<file path="src/rtl/pcgen_pkg.sv">
// Shared types and encodings for the pre-IF next-PC generator.
// Source codes on pc_src_o and the generator FSM states.
package pcgen_pkg;

  localparam int SRC_SEQ        = 0;
  localparam int SRC_BPU        = 1;
  localparam int SRC_PEND       = 2;
  localparam int SRC_REDIR_BASE = 3;

  typedef enum logic [1:0] {
    BOOT,
    RUN,
    PEND
  } pcg_state_e;

  function automatic int src_w(input int n);
    return $clog2(n + 3);
  endfunction

  function automatic int idx_w(input int n);
    return (n > 1) ? $clog2(n) : 1;
  endfunction

endpackage

</file>
<file path="src/rtl/redirect_arbiter.sv">
// Fixed-priority pick among redirect sources.
// Index 0 wins; reports any/index/target.
module redirect_arbiter
  import pcgen_pkg::*;
#(
  parameter int N  = 4,
  parameter int IW = idx_w(N)
) (
  input  logic [N-1:0]    i_valid,
  input  logic [N*32-1:0] i_pc,
  output logic            o_any,
  output logic [IW-1:0]   o_idx,
  output logic [31:0]     o_pc
);

  always_comb begin
    o_any = |i_valid;
    o_idx = '0;
    o_pc  = '0;
    // walk high to low so the lowest set index is the last write
    for (int i = N - 1; i >= 0; i--) begin
      if (i_valid[i]) begin
        o_idx = IW'(i);
        o_pc  = i_pc[32*i +: 32];
      end
    end
  end

endmodule

</file>
<file path="src/rtl/pc_gen_multi.sv">
// Fetch PC register with prioritised redirects, BPU and sequential fetch.
// Redirects seen while IF stalls are buffered and squash the stale fetch.
module pc_gen_multi
  import pcgen_pkg::*;
#(
  parameter int          NUM_REDIRECT = 4,
  parameter int          FETCH_WIDTH  = 1,
  parameter logic [31:0] RESET_PC     = 32'hBFC0_0000
) (
  input  logic                           clk,
  input  logic                           resetn,
  input  logic [NUM_REDIRECT-1:0]        redirect_valid,
  input  logic [NUM_REDIRECT*32-1:0]     redirect_pc,
  input  logic                           bpu_valid,
  input  logic [31:0]                    bpu_target,
  input  logic                           if_ready,
  output logic [31:0]                    pc_o,
  output logic                           pc_valid_o,
  output logic [src_w(NUM_REDIRECT)-1:0] pc_src_o,
  output logic                           squash_o,
  output logic                           pend_o
);

  localparam int          SRCW = src_w(NUM_REDIRECT);
  localparam int          IW   = idx_w(NUM_REDIRECT);
  localparam logic [31:0] FB   = 32'(4 * FETCH_WIDTH);

  pcg_state_e      r_state;
  pcg_state_e      w_nstate;
  logic [31:0]     r_pc;
  logic [31:0]     w_npc;
  logic [SRCW-1:0] r_src;
  logic [SRCW-1:0] w_nsrc;
  logic [31:0]     r_pend_pc;
  logic [31:0]     w_npend_pc;
  logic [SRCW-1:0] r_pend_src;
  logic [SRCW-1:0] w_npend_src;
  logic            w_squash;

  logic            w_any;
  logic [IW-1:0]   w_idx;
  logic [31:0]     w_win_pc;
  logic [SRCW-1:0] w_win_src;
  logic [31:0]     w_seq;

  redirect_arbiter #(
    .N  (NUM_REDIRECT),
    .IW (IW)
  ) u_arb (
    .i_valid (redirect_valid),
    .i_pc    (redirect_pc),
    .o_any   (w_any),
    .o_idx   (w_idx),
    .o_pc    (w_win_pc)
  );

  assign w_win_src = SRCW'(SRC_REDIR_BASE) + SRCW'(w_idx);
  assign w_seq     = (r_pc & ~(FB - 32'd1)) + FB;

  always_comb begin
    w_nstate    = r_state;
    w_npc       = r_pc;
    w_nsrc      = r_src;
    w_npend_pc  = r_pend_pc;
    w_npend_src = r_pend_src;
    w_squash    = 1'b0;
    unique case (r_state)
      BOOT: w_nstate = RUN;
      RUN: begin
        if (if_ready) begin
          if (w_any) begin
            w_npc  = w_win_pc;
            w_nsrc = w_win_src;
          end else if (bpu_valid) begin
            w_npc  = bpu_target;
            w_nsrc = SRCW'(SRC_BPU);
          end else begin
            w_npc  = w_seq;
            w_nsrc = SRCW'(SRC_SEQ);
          end
        end else if (w_any) begin
          w_npend_pc  = w_win_pc;
          w_npend_src = w_win_src;
          w_nstate    = PEND;
        end
      end
      PEND: begin
        if (if_ready) begin
          w_squash    = 1'b1;
          w_nstate    = RUN;
          w_npend_pc  = '0;
          w_npend_src = SRCW'(SRC_PEND);
          if (w_any) begin
            w_npc  = w_win_pc;
            w_nsrc = w_win_src;
          end else begin
            w_npc  = r_pend_pc;
            w_nsrc = r_pend_src;
          end
        end else if (w_any) begin
          // newest redirect supersedes whatever is buffered
          w_npend_pc  = w_win_pc;
          w_npend_src = w_win_src;
        end
      end
      default: w_nstate = BOOT;
    endcase
  end

  always_ff @(posedge clk or negedge resetn) begin
    if (!resetn) begin
      r_state    <= BOOT;
      r_pc       <= RESET_PC;
      r_src      <= SRCW'(SRC_SEQ);
      r_pend_pc  <= '0;
      r_pend_src <= SRCW'(SRC_PEND);
    end else begin
      r_state    <= w_nstate;
      r_pc       <= w_npc;
      r_src      <= w_nsrc;
      r_pend_pc  <= w_npend_pc;
      r_pend_src <= w_npend_src;
    end
  end

  assign pc_o       = r_pc;
  assign pc_src_o   = r_src;
  assign pc_valid_o = (r_state != BOOT);
  assign pend_o     = (r_state == PEND);
  assign squash_o   = w_squash;

endmodule

</file>
<file path="config.mk">
export PLATFORM = sky130hd
export DESIGN_NAME = pc_gen_multi
export DESIGN_NICKNAME = d
export VERILOG_FILES = /design/src/rtl/pcgen_pkg.sv /design/src/rtl/redirect_arbiter.sv /design/src/rtl/pc_gen_multi.sv
export SDC_FILE = /design/constraint.sdc
export NUM_CORES = 1
export LEC_CHECK = 0
export ABC_AREA = 1
export CORE_ASPECT_RATIO = 1.75
export CORE_MARGIN = 4
export CORE_UTILIZATION = 46
export CTS_CLUSTER_DIAMETER = 200
export DETAILED_ROUTE_END_ITERATION = 8
export PLACE_DENSITY = 0.82
export SLEW_MARGIN = 20
export SYNTH_ARGS = -nofsm -noshare
export SYNTH_HDL_FRONTEND = slang
export SYNTH_SLANG_ARGS = --single-unit
</file>
<file path="constraint.sdc">
create_clock -name clk -period 1.55 [get_ports clk]
set_input_delay 0.3875 -clock clk [delete_from_list [all_inputs] [get_ports clk]]
set_output_delay 0.3875 -clock clk [all_outputs]
set_load 0.05 [all_outputs]
</file>
==> reports/results.tsv <==
stage	metric	value	unit
floorplan	Initial Utilization	47.3	%
worst_setup_path	worst path required time	1.80	ns
timing	TNS Setup	-0.596	ns
timing	clk_skew	0.00688	ns
pwr	Clock Power Share	12.5	%
pwr	Flop pwr share	25.2	%
placed_design	post-DP HPWL	17.1	mm
global_routing	first-pass GRT wire length	34.8	mm
drt	final WL	25.0	mm
synthesis	Ys Warns	0	
timing	Final setup viols	18	
timing	PnR worst setup slack	-0.0932	ns
status	failing checks	setup timing	
floorplan	Ports	206	
synthesis	sequential share of the synthesized area	31.8	%
global_routing	initial antenna violation count	0	
worst_setup_path	Slowest cell on crit path	nor2_1	
timing	relative slew slack	62.1	%
synthesis	Netlist cell types	35	
placed_design	RD Place Congestion	0.941	
floorplan	Row Count	53	
worst_setup_path	endpoint class of the critical path	register	
pwr	Power, Total	15.3	mW
timing	Worst Max-Slew Pin Slew	0.569	ns
worst_setup_path	CP Class	primary input to register	
timing	final hold viol count	0	
clock_network	hold-fix buffers at CTS	0	
synthesis	Synth Cell Area	5710	um^2
timing	Max Slew Vio Count	0	
status	outcome	complete, but fails checks	
floorplan	full die area	14300	um^2
timing	WHS	0.0450	ns
worst_setup_path	Setup crit start kind	primary input	
placed_design	Placed Instances	1365	
timing	Tcrit/Tclk final	106	%
synthesis	number of synthesized flops with an enable pin	0	
finish	ratio of cells with drive above 1 in the final layout	23.0	%
worst_hold_path	Worst Hold Class	primary input to async pin	
timing	unrepaired setup endpoints after global routing	true	
global_routing	pin count of the biggest net entering global routing	39	
placed_design	DP Area	9070	um^2
placed_design	I/O Buffers	205	
synthesis	dominant synthesized flop cell	dfrtp_1	
synthesis	Yosys top cell area share	27.2	%
drt	Final ANT Viol Nets	0	
floorplan	Die H	155	um
drt	DRT Pass-1 Iters	6	
finish	Final Cell Area	9860	um^2
synthesis	syn nets	1120	
clock_network	clk sinks	72	
finish	non-filler instance count after layout	1406	
clock_network	clk_lat worst skew	0.34	ns
drt	total number of vias	8012	
clock_network	Max clock buf depth	2	
worst_setup_path	Crit Path Max Fanout	10	
clock_network	H-tree levels	3	
clock_network	CTS tree	done	
synthesis	ys async rst share	100	%
finish	commonest non-fill, non-tap cell in the layout	nand2_1	
placed_design	Place WS	-0.711	ns
global_routing	vias in the first global route	7384	
worst_setup_path	CP cell instances	dlygate4sd2_1, inv_2, nand2_4, nor2_8, buf_4, buf_12, nor2_1, o21ai_0, nor2_1, nor2_1, a22oi_2	
pwr	Max VDD drop	0.000735	V
finish	Inserted Diodes	0	
pwr	switch share	45.8	%
drt	initial DRC count	832	
synthesis	Post-Syn Instances	950	
drt	drt drc	0	
clock_network	CTS clk-pin slew, worst paths	0.06	ns
global_routing	gr ovfl total	0	
worst_setup_path	most frequent cell on the critical path	nor2_1	
finish	commonest non-fill, non-tap cells in the layout	nand2_1 (244), nor2_1 (207), clkdlybuf4s50_1 (161)	
flow_run	MaxCap Viol Count	0	
floorplan	Die Width	92.2	um
synthesis	Area contributors post-synth	dfrtp_1 (27%), nand2_1 (17%), nor2_1 (15%)	
worst_setup_path	Buf/Inv on CP	4	
drt	DR vias/cell	5.70	
timing	maximum clock rate	609	MHz
pwr	Lkg Pwr	4.40	nW
worst_setup_path	CP Data Arrival Time	1.90	ns
pwr	internal cell power	8.28	mW
pwr	Comb pwr share	62.3	%
global_routing	All-Layer GR Usage	30.2	%
finish	layout overhead on the synthesized area	72.9	%
floorplan	Core ar.	12100	um^2
finish	final core utilization	81.7	%
timing	Final min period	1.64	ns
pwr	sw power	6.99	mW
clock_network	Root Driver	clkbuf_16	
synthesis	area leader, netlist	dfrtp_1	
pwr	Power per Cell Area	1550	nW/um^2
clock_network	total CTS buffers	9	
worst_setup_path	Crit path largest cell delay	0.26	ns
worst_setup_path	kind of cell adding the most delay to the critical path	simple AND/OR/NAND/NOR gates	
synthesis	Seq cells post-synth	72	
synthesis	post-synthesis average cell area	6.01	um^2
drt	Routed WL per cell	17.8	um
finish	NumNets Final	1406	
==> cell usage after synthesis, types with 4 or more instances <==
master,count
nor2_2,4
buf_6,4
buf_4,4
dfstp_2,10
buf_2,22
a31oi_1,10
o21ai_0,53
o211ai_1,10
a21oi_1,75
inv_2,6
nand2_1,255
a22oi_1,8
nor2_4,4
inv_1,46
dfrtp_1,62
nand2_2,4
o21ai_1,27
clkbuf_1,19
nor2_1,233
nand3_1,73
==> power groups by stage <==
stage	combinational [mW]	sequential, mW	clock (mW)
4_1_cts	8.68	3.75	1.89
2_1_floorplan	2.73	5.10	0
3_5_place_dp	8.48	3.76	0
3_3_place_gp	8.33	3.73	0
5_1_grt	10.0	3.91	1.99
6_report	9.50	3.85	1.91
==> routing by layer <==
metal | share of wire, % | routed length, um | GRT usage [%] | up-vias
li1 | - | - | - | 3646
met1 | 33 | 8210 | 32.6 | 3629
met2 | 52 | 13100 | 56.3 | 573
met3 | 8.7 | 2190 | 4.79 | 164
met4 | 6.2 | 1550 | 15.0 | 0
met5 | 0 | 0 | 0 | -
==> registers in the layout, summed over array words and instances (netlist names) <==
register	count
r_pend_src	3
r_pend_pc	32
r_state	2
pc_o	32
pc_src_o	3
==> final cells by class <==
cell class	instances	area [um^2]
clock buffers	15	258
well taps	165	206
fillers	752	2200
flip-flops and latches	72	1830
multi-input cells	774	3710
repair buffers	326	3630
clock inverters	1	5.00
inverters	53	225
==> what timing repair did <==
| item | CTS | global route |
|---|---|---|
| gates resized for setup | 31 | 72 |
| gates cloned | 0 | 3 |
| pin swaps | 5 | 16 |
| endpoints found under the setup margin | 78 | 50 |
| buffers inserted | 4 | 18 |
==> kinds of logic (layout without fill, tap and decap cells) <==
family	Yosys count	in the layout	synth area share, %
flip-flops	72	72	31.8
AND/OR/NAND/NOR	582	582	41.5
AO/OA/AOI/OAI	187	187	17.7
XOR/XNOR	3	3	0.461
buffers and inverters	104	395	8.11
adder cells (fa/ha/maj)	2	2	0.439
==> path summary, 6_finish.rpt <==
kind	slack, ns	to	depth (start not counted)	startpoint
min in group clk	0.52	r_pend_pc[15]	2	r_pend_pc[15]
worst max register to register	-0.06	pc_o[28]	9	pc_o[3]
worst max-delay path	-0.09	pc_o[12]	11	redirect_valid[1]
worst min register to register	0.52	r_pend_pc[15]	2	r_pend_pc[15]
max in group asynchronous	0.86	pc_o[11]	2	resetn
worst min-delay path	0.04	r_pend_pc[0]	1	resetn
Power figures use the tool's default switching activity.
